--- config.mk ---
export PLATFORM = sky130hd
export DESIGN_NAME = vga_sync_decoder
export DESIGN_NICKNAME = d
export VERILOG_FILES = /design/src/rtl/vga_sync_decoder.sv
export SDC_FILE = /design/constraint.sdc
export NUM_CORES = 1
export LEC_CHECK = 0
export CAP_MARGIN = 20
export CORE_AREA = 3 3 138 87
export DETAILED_ROUTE_END_ITERATION = 10
export DIE_AREA = 0 0 141 90
export PLACE_DENSITY = 0.81
export SYNTH_ARGS = -nofsm -noshare
export SYNTH_HDL_FRONTEND = slang
export SYNTH_SLANG_ARGS = --single-unit
--- constraint.sdc ---
create_clock -name CLK -period 3.5 [get_ports CLK]
set_input_delay 0.7 -clock CLK [delete_from_list [all_inputs] [get_ports CLK]]
set_output_delay 0.7 -clock CLK [all_outputs]
set_load 0.005 [all_outputs]
--- src/rtl/vga_sync_decoder.sv ---
// rtl/vga_sync_decoder.sv - VGA timing decoder: sync lock, active-area addressing, non-black pixel count
// Inputs are sampled into S1 on each pixel strobe; decode and outputs follow one strobe later.
module vga_sync_decoder #(
  parameter int H_TOTAL  = 800,
  parameter int H_SYNC   = 96,
  parameter int H_BP     = 48,
  parameter int H_ACTIVE = 640,
  parameter int V_TOTAL  = 525,
  parameter int V_SYNC   = 2,
  parameter int V_BP     = 33,
  parameter int V_ACTIVE = 480
) (
  input  logic        CLK,
  input  logic        RESET,
  input  logic        PIX_EN,
  input  logic        hs,
  input  logic        vs,
  input  logic [3:0]  r,
  input  logic [3:0]  g,
  input  logic [3:0]  b,
  output logic        locked,
  output logic        de,
  output logic [8:0]  row_addr,
  output logic [9:0]  col_addr,
  output logic        frame_done,
  output logic [18:0] px_count,
  output logic [7:0]  err_cnt
);

  localparam logic [9:0] H_LAST  = 10'(H_TOTAL - 1);
  localparam logic [9:0] V_LAST  = 10'(V_TOTAL - 1);
  localparam logic [9:0] H_DE_LO = 10'(H_SYNC + H_BP);
  localparam logic [9:0] H_DE_HI = 10'(H_SYNC + H_BP + H_ACTIVE);
  localparam logic [9:0] V_DE_LO = 10'(V_SYNC + V_BP);
  localparam logic [9:0] V_DE_HI = 10'(V_SYNC + V_BP + V_ACTIVE);

  typedef enum logic [1:0] {HUNT, CHECK, LOCK} state_t;

  state_t      state;
  logic        good_vs;
  logic        line_chk_en;
  logic        s1_hs, s1_vs, hs_d, vs_d;
  logic [11:0] s1_rgb;
  logic [9:0]  hcnt, vcnt;
  logic [18:0] acc;

  logic        hs_edge, vs_edge;
  logic        line_err, frame_err, err;
  logic [9:0]  hcnt_nx, vcnt_nx;
  logic        de_nx, pix_hit;
  logic [9:0]  col_nx;
  logic [8:0]  row_nx;

  always_comb begin
    hs_edge   = hs_d & ~s1_hs;
    vs_edge   = vs_d & ~s1_vs;

    hcnt_nx = hcnt;
    if (hs_edge)
      hcnt_nx = 10'd0;
    else if (hcnt != 10'h3FF)
      hcnt_nx = hcnt + 10'd1;

    vcnt_nx = vcnt;
    if (vs_edge)
      vcnt_nx = 10'd0;
    else if (hs_edge && vcnt != 10'h3FF)
      vcnt_nx = vcnt + 10'd1;

    // Line length is only meaningful once a full line has been seen since reset/HUNT exit.
    line_err  = hs_edge && line_chk_en && (hcnt != H_LAST);
    frame_err = vs_edge && (state != HUNT) && (vcnt != V_LAST);
    err       = line_err | frame_err;

    // State only changes where hcnt_nx or vcnt_nx is 0, so the current state gates de correctly.
    de_nx   = (state == LOCK) &&
              (hcnt_nx >= H_DE_LO) && (hcnt_nx < H_DE_HI) &&
              (vcnt_nx >= V_DE_LO) && (vcnt_nx < V_DE_HI);
    pix_hit = de_nx && (s1_rgb != 12'd0);
    col_nx  = de_nx ? (hcnt_nx - H_DE_LO) : 10'd0;
    row_nx  = de_nx ? 9'(vcnt_nx - V_DE_LO) : 9'd0;
  end

  always_ff @(posedge CLK) begin
    frame_done <= 1'b0;
    if (RESET) begin
      state       <= HUNT;
      locked      <= 1'b0;
      good_vs     <= 1'b0;
      line_chk_en <= 1'b0;
      s1_hs       <= 1'b1;
      s1_vs       <= 1'b1;
      hs_d        <= 1'b1;
      vs_d        <= 1'b1;
      s1_rgb      <= 12'd0;
      hcnt        <= 10'd0;
      vcnt        <= 10'd0;
      acc         <= 19'd0;
      de          <= 1'b0;
      row_addr    <= 9'd0;
      col_addr    <= 10'd0;
      px_count    <= 19'd0;
      err_cnt     <= 8'd0;
    end else if (PIX_EN) begin
      s1_hs    <= hs;
      s1_vs    <= vs;
      s1_rgb   <= {r, g, b};
      hs_d     <= s1_hs;
      vs_d     <= s1_vs;
      hcnt     <= hcnt_nx;
      vcnt     <= vcnt_nx;
      de       <= de_nx;
      row_addr <= row_nx;
      col_addr <= col_nx;

      if (err && err_cnt != 8'hFF)
        err_cnt <= err_cnt + 8'd1;

      if (state == HUNT && vs_edge)
        line_chk_en <= 1'b0;
      else if (hs_edge)
        line_chk_en <= 1'b1;

      // A pixel seen on the vs strobe belongs to the frame that starts there.
      if (vs_edge)
        acc <= {18'd0, pix_hit};
      else if (pix_hit)
        acc <= acc + 19'd1;

      case (state)
        HUNT: begin
          if (vs_edge) begin
            state   <= CHECK;
            good_vs <= 1'b0;
          end
        end
        CHECK: begin
          if (err) begin
            state <= HUNT;
          end else if (vs_edge) begin
            if (good_vs) begin
              state  <= LOCK;
              locked <= 1'b1;
            end else begin
              good_vs <= 1'b1;
            end
          end
        end
        LOCK: begin
          if (err) begin
            state  <= HUNT;
            locked <= 1'b0;
            acc    <= 19'd0;
          end else if (vs_edge) begin
            px_count   <= acc;
            frame_done <= 1'b1;
          end
        end
        default: begin
          state  <= HUNT;
          locked <= 1'b0;
        end
      endcase
    end
  end

endmodule

==> results <==
## repair_timing
item                                    CTS  global route
buffers inserted                          0             4
pin swaps                                 0             2
endpoints found under the setup margin    7            34
resized for setup                         1            15
endpoints found under the hold margin     0             0
## kinds of logic (layout without fill, tap and decap cells)
| family | Yosys count | after routing | share of synthesized area, % |
|---|---|---|---|
| AND/OR/NAND/NOR | 296 | 296 | 27.0 |
| AO/OA/AOI/OAI | 136 | 136 | 16.5 |
| flip-flops | 108 | 108 | 40.3 |
| buffers and inverters | 53 | 126 | 4.32 |
| multiplexers | 34 | 34 | 6.37 |
| XOR/XNOR | 22 | 22 | 3.59 |
| adder cells (fa/ha/maj) | 8 | 8 | 1.87 |
## power groups by stage
stage	clock, mW	sequential (mW)	combinational, mW
floorplan	0	1.28	0.107
global placement	0	1.28	0.157
detailed placement	0	1.29	0.162
CTS	1.03	1.26	0.164
global route	1.09	1.26	0.183
finish	1.02	1.26	0.169
## how the worst min path moves through the flow
stage                                    from                         to  slack, ps  cells after the start
CTS                  px_count[1]$_SDFFE_PP0P_   px_count[1]$_SDFFE_PP0P_        460                      2
global route         px_count[3]$_SDFFE_PP0P_   px_count[3]$_SDFFE_PP0P_        480                      2
global placement              de$_SDFFE_PP0P_            de$_SDFFE_PP0P_        430                      2
floorplan                acc[18]$_SDFFE_PP0P_  px_count[18]$_SDFFE_PP0P_        440                      2
detailed placement   px_count[1]$_SDFFE_PP0P_   px_count[1]$_SDFFE_PP0P_        450                      2
finish              px_count[10]$_SDFFE_PP0P_  px_count[10]$_SDFFE_PP0P_        450                      2
## layout make-up
class                      instances  share of cell area [%]
multi-input combinational        496                    45.8
sequential                       108                    32.8
timing repair buffer             101                    13.8
clock buffer                       9                    3.41
tap                              139                    2.63
clock inverter                     7                    1.12
inverter                           9                   0.511
## critical path: cells and delay by family, from the launching register on
kind	cells	cell delay [ps]
XOR/XNOR	1	180
flip-flops	1	370
AND/OR/NAND/NOR	5	1850
AO/OA/AOI/OAI	3	420
adder cells (fa/ha/maj)	2	460
## state kept, by name, summed over array words and instances (netlist names)
register and cells:
good_vs 1, col_addr 10, hs_d 1, vcnt 10, px_count 19, s1_hs 1, s1_rgb 12, locked 1
s1_vs 1, vs_d 1, row_addr 9, hcnt 10, acc 19, de 1, frame_done 1, line_chk_en 1
state 2, err_cnt 8
## per-layer routing
layer | routed length (um) | vias to the layer above | GRT usage, %
met5 | 0 | - | 0
met4 | 208 | 0 | 5.81
met3 | 1380 | 31 | 6.20
met2 | 5830 | 254 | 31.1
met1 | 7110 | 2370 | 34.0
li1 | - | 2482 | -
## cells in the mapped netlist, types with 4 or more instances
| master | number | share of area (%) |
|---|---|---|
| o211ai_1 | 4 | 0.56 |
| dfxtp_1 | 108 | 40 |
| xor2_1 | 9 | 1.5 |
| nand2b_1 | 10 | 1.2 |
| nand4_1 | 13 | 1.5 |
| o31ai_1 | 5 | 0.70 |
| nor3_1 | 11 | 1.0 |
| a211oi_1 | 5 | 0.70 |
| xnor2_1 | 13 | 2.1 |
| inv_1 | 9 | 0.63 |
| buf_1 | 4 | 0.28 |
| a31oi_1 | 10 | 1.2 |
| or4_1 | 4 | 0.56 |
| mux2i_1 | 33 | 6.2 |
| nor2b_1 | 8 | 0.93 |
| a22o_1 | 4 | 0.65 |
| a21oi_1 | 50 | 4.7 |
| a211o_1 | 7 | 1.1 |
| nand3_1 | 24 | 2.2 |
| ha_1 | 8 | 1.9 |
| nor2_1 | 73 | 5.1 |
| and3_1 | 13 | 1.5 |
| buf_2 | 7 | 0.65 |
| or3_1 | 7 | 0.82 |
| o21ai_0 | 21 | 2.0 |
| nor4_1 | 9 | 1.0 |
| clkbuf_1 | 29 | 2.0 |
| nand2_1 | 99 | 6.9 |
## per-stage QoR
stage | cells | instance area [sq um]
floorplan | 657 | 5360
global placement | 849 | 6220
detailed placement | 849 | 6220
CTS | 865 | 6530
global route | 869 | 6610
finish | 869 | 6610
==> results_dict.tcl <==
set metrics [dict create \
    r2r_slack_ps 150 \
    pwr-share-clk_pct 41.6 \
    crit_start "vcnt[1]$_SDFFE_PP0P_" \
    drtAntennaViolNets 0 \
    finalMaxSlewViolations 0 \
    r2r_cells 11 \
    relSlewSlack_pct 58.4 \
    p_int_mw 1.87 \
    cts_root_buf "clkbuf_16" \
    grt_max_degree 43 \
    crit_end "acc[7]$_SDFFE_PP0P_" \
    grt_pass1_vias 4662 \
    run_status "completed" \
    worstPathRequired_ps 3770 \
    crit_type "flop to flop" \
    initial_utilization_pct 50.4 \
    gp_congestion 1.01 \
    switching_share_pct 23.5 \
    comb_power_share_pct 6.9 \
    antenna_cells 0 \
    synth_cell_types 61 \
    setup_slack_ps 148 \
    syn_area_sq_um 5360 \
    port_buffers 65 \
    synth_cells 657 \
    cp_max_fo 7 \
    multi_input_area_sq_um 3030 \
    drive_gt1_share_pct 11.0 \
    finalCritPeriodShare_pct 95.8 \
    cts_buffers 9 \
    cts_max_level 3 \
    cp.arrival_ps 3620 \
    synth_edf_count 0 \
    leakage_nw 2.51 \
    clock_path_buffers 2 \
    crit_path_start_kind "flop" \
    ys_warn_count 0 \
    wirelength_um 14500 \
    antenna_found_initial 0 \
    power_density_nw_per_um2 369 \
    hold_ws_ps 455 \
    via_count 5137 \
    critPathMostFrequentCell "ha_2" \
    rows 29 \
    coreArea_sq_um 10600 \
    setup_violations 0 \
    place_hpwl_um 10500 \
    slowest_stage "or4_4" \
    slowest_delay_ps 580 \
    drc 0 \
    viasPerCell 5.91 \
    final_common_cell "dfxtp_1" \
    finClkSkew_ps 5.87 \
    die_area_sq_um 12700 \
    ys_seq_area_share_pct 40.3 \
    finalCriticalPeriod_ps 3350 \
    final_cell_mix "dfxtp_1 (106), nand2_1 (98), nor2_1 (73)" \
    drt_first_pass_iters 6 \
    grt_pass1_wl_um 23600 \
    maxCapViolCount 0 \
    hold_viol 0 \
    syn_area_per_cell_sq_um 8.16 \
    power.total_mw 2.44 \
    reg2reg_from "vcnt[1]$_SDFFE_PP0P_" \
    path_clk_slew_ps 70 \
    grt_overflow 0 \
    crit_chain "ha_2 > and4_2 > a31oi_4 > xnor2_1 > nor2_1 > ha_2 > o41ai_1 > and3_2 > or4_4 > or4_1 > a21oi_1" \
    grt_use_total_pct 22.5 \
    seqPwrFrac_pct 51.5 \
    synth_flop_cell "dfxtp_1" \
    die_w_um 141 \
    dp_slack_ps -10.3 \
    ys_ff_latch 108 \
    cts_tree "yes" \
    final_net_count 750 \
    drtIter0Drc 507 \
    cts-hold-fix-buffers 0 \
    vdd_ir_drop_max_v 0.000231 \
    hold_class "flop to flop" \
    clock_latency_ps 350 \
    ff_latch_area_sq_um 2170 \
    routedWlPerCell_um 16.7 \
    max_freq_mhz 298 \
    switching_power_uw 574 \
    post-route-util_pct 62.2 \
    crit_path_end_kind "flop" \
    r2r_end "acc[7]$_SDFFE_PP0P_" \
    die_height_um 90 \
    worst_slew_pin_slew_ps 617 \
    finalSetupTns_ps 0 \
    synth_nets 682 \
    async_flop_share_pct 0 \
    cts.sinks 108 \
    io_pins 66 \
    syn_to_final_growth_pct 23.3 \
    nFillCells 907 \
]
Power figures use the tool's default switching activity.
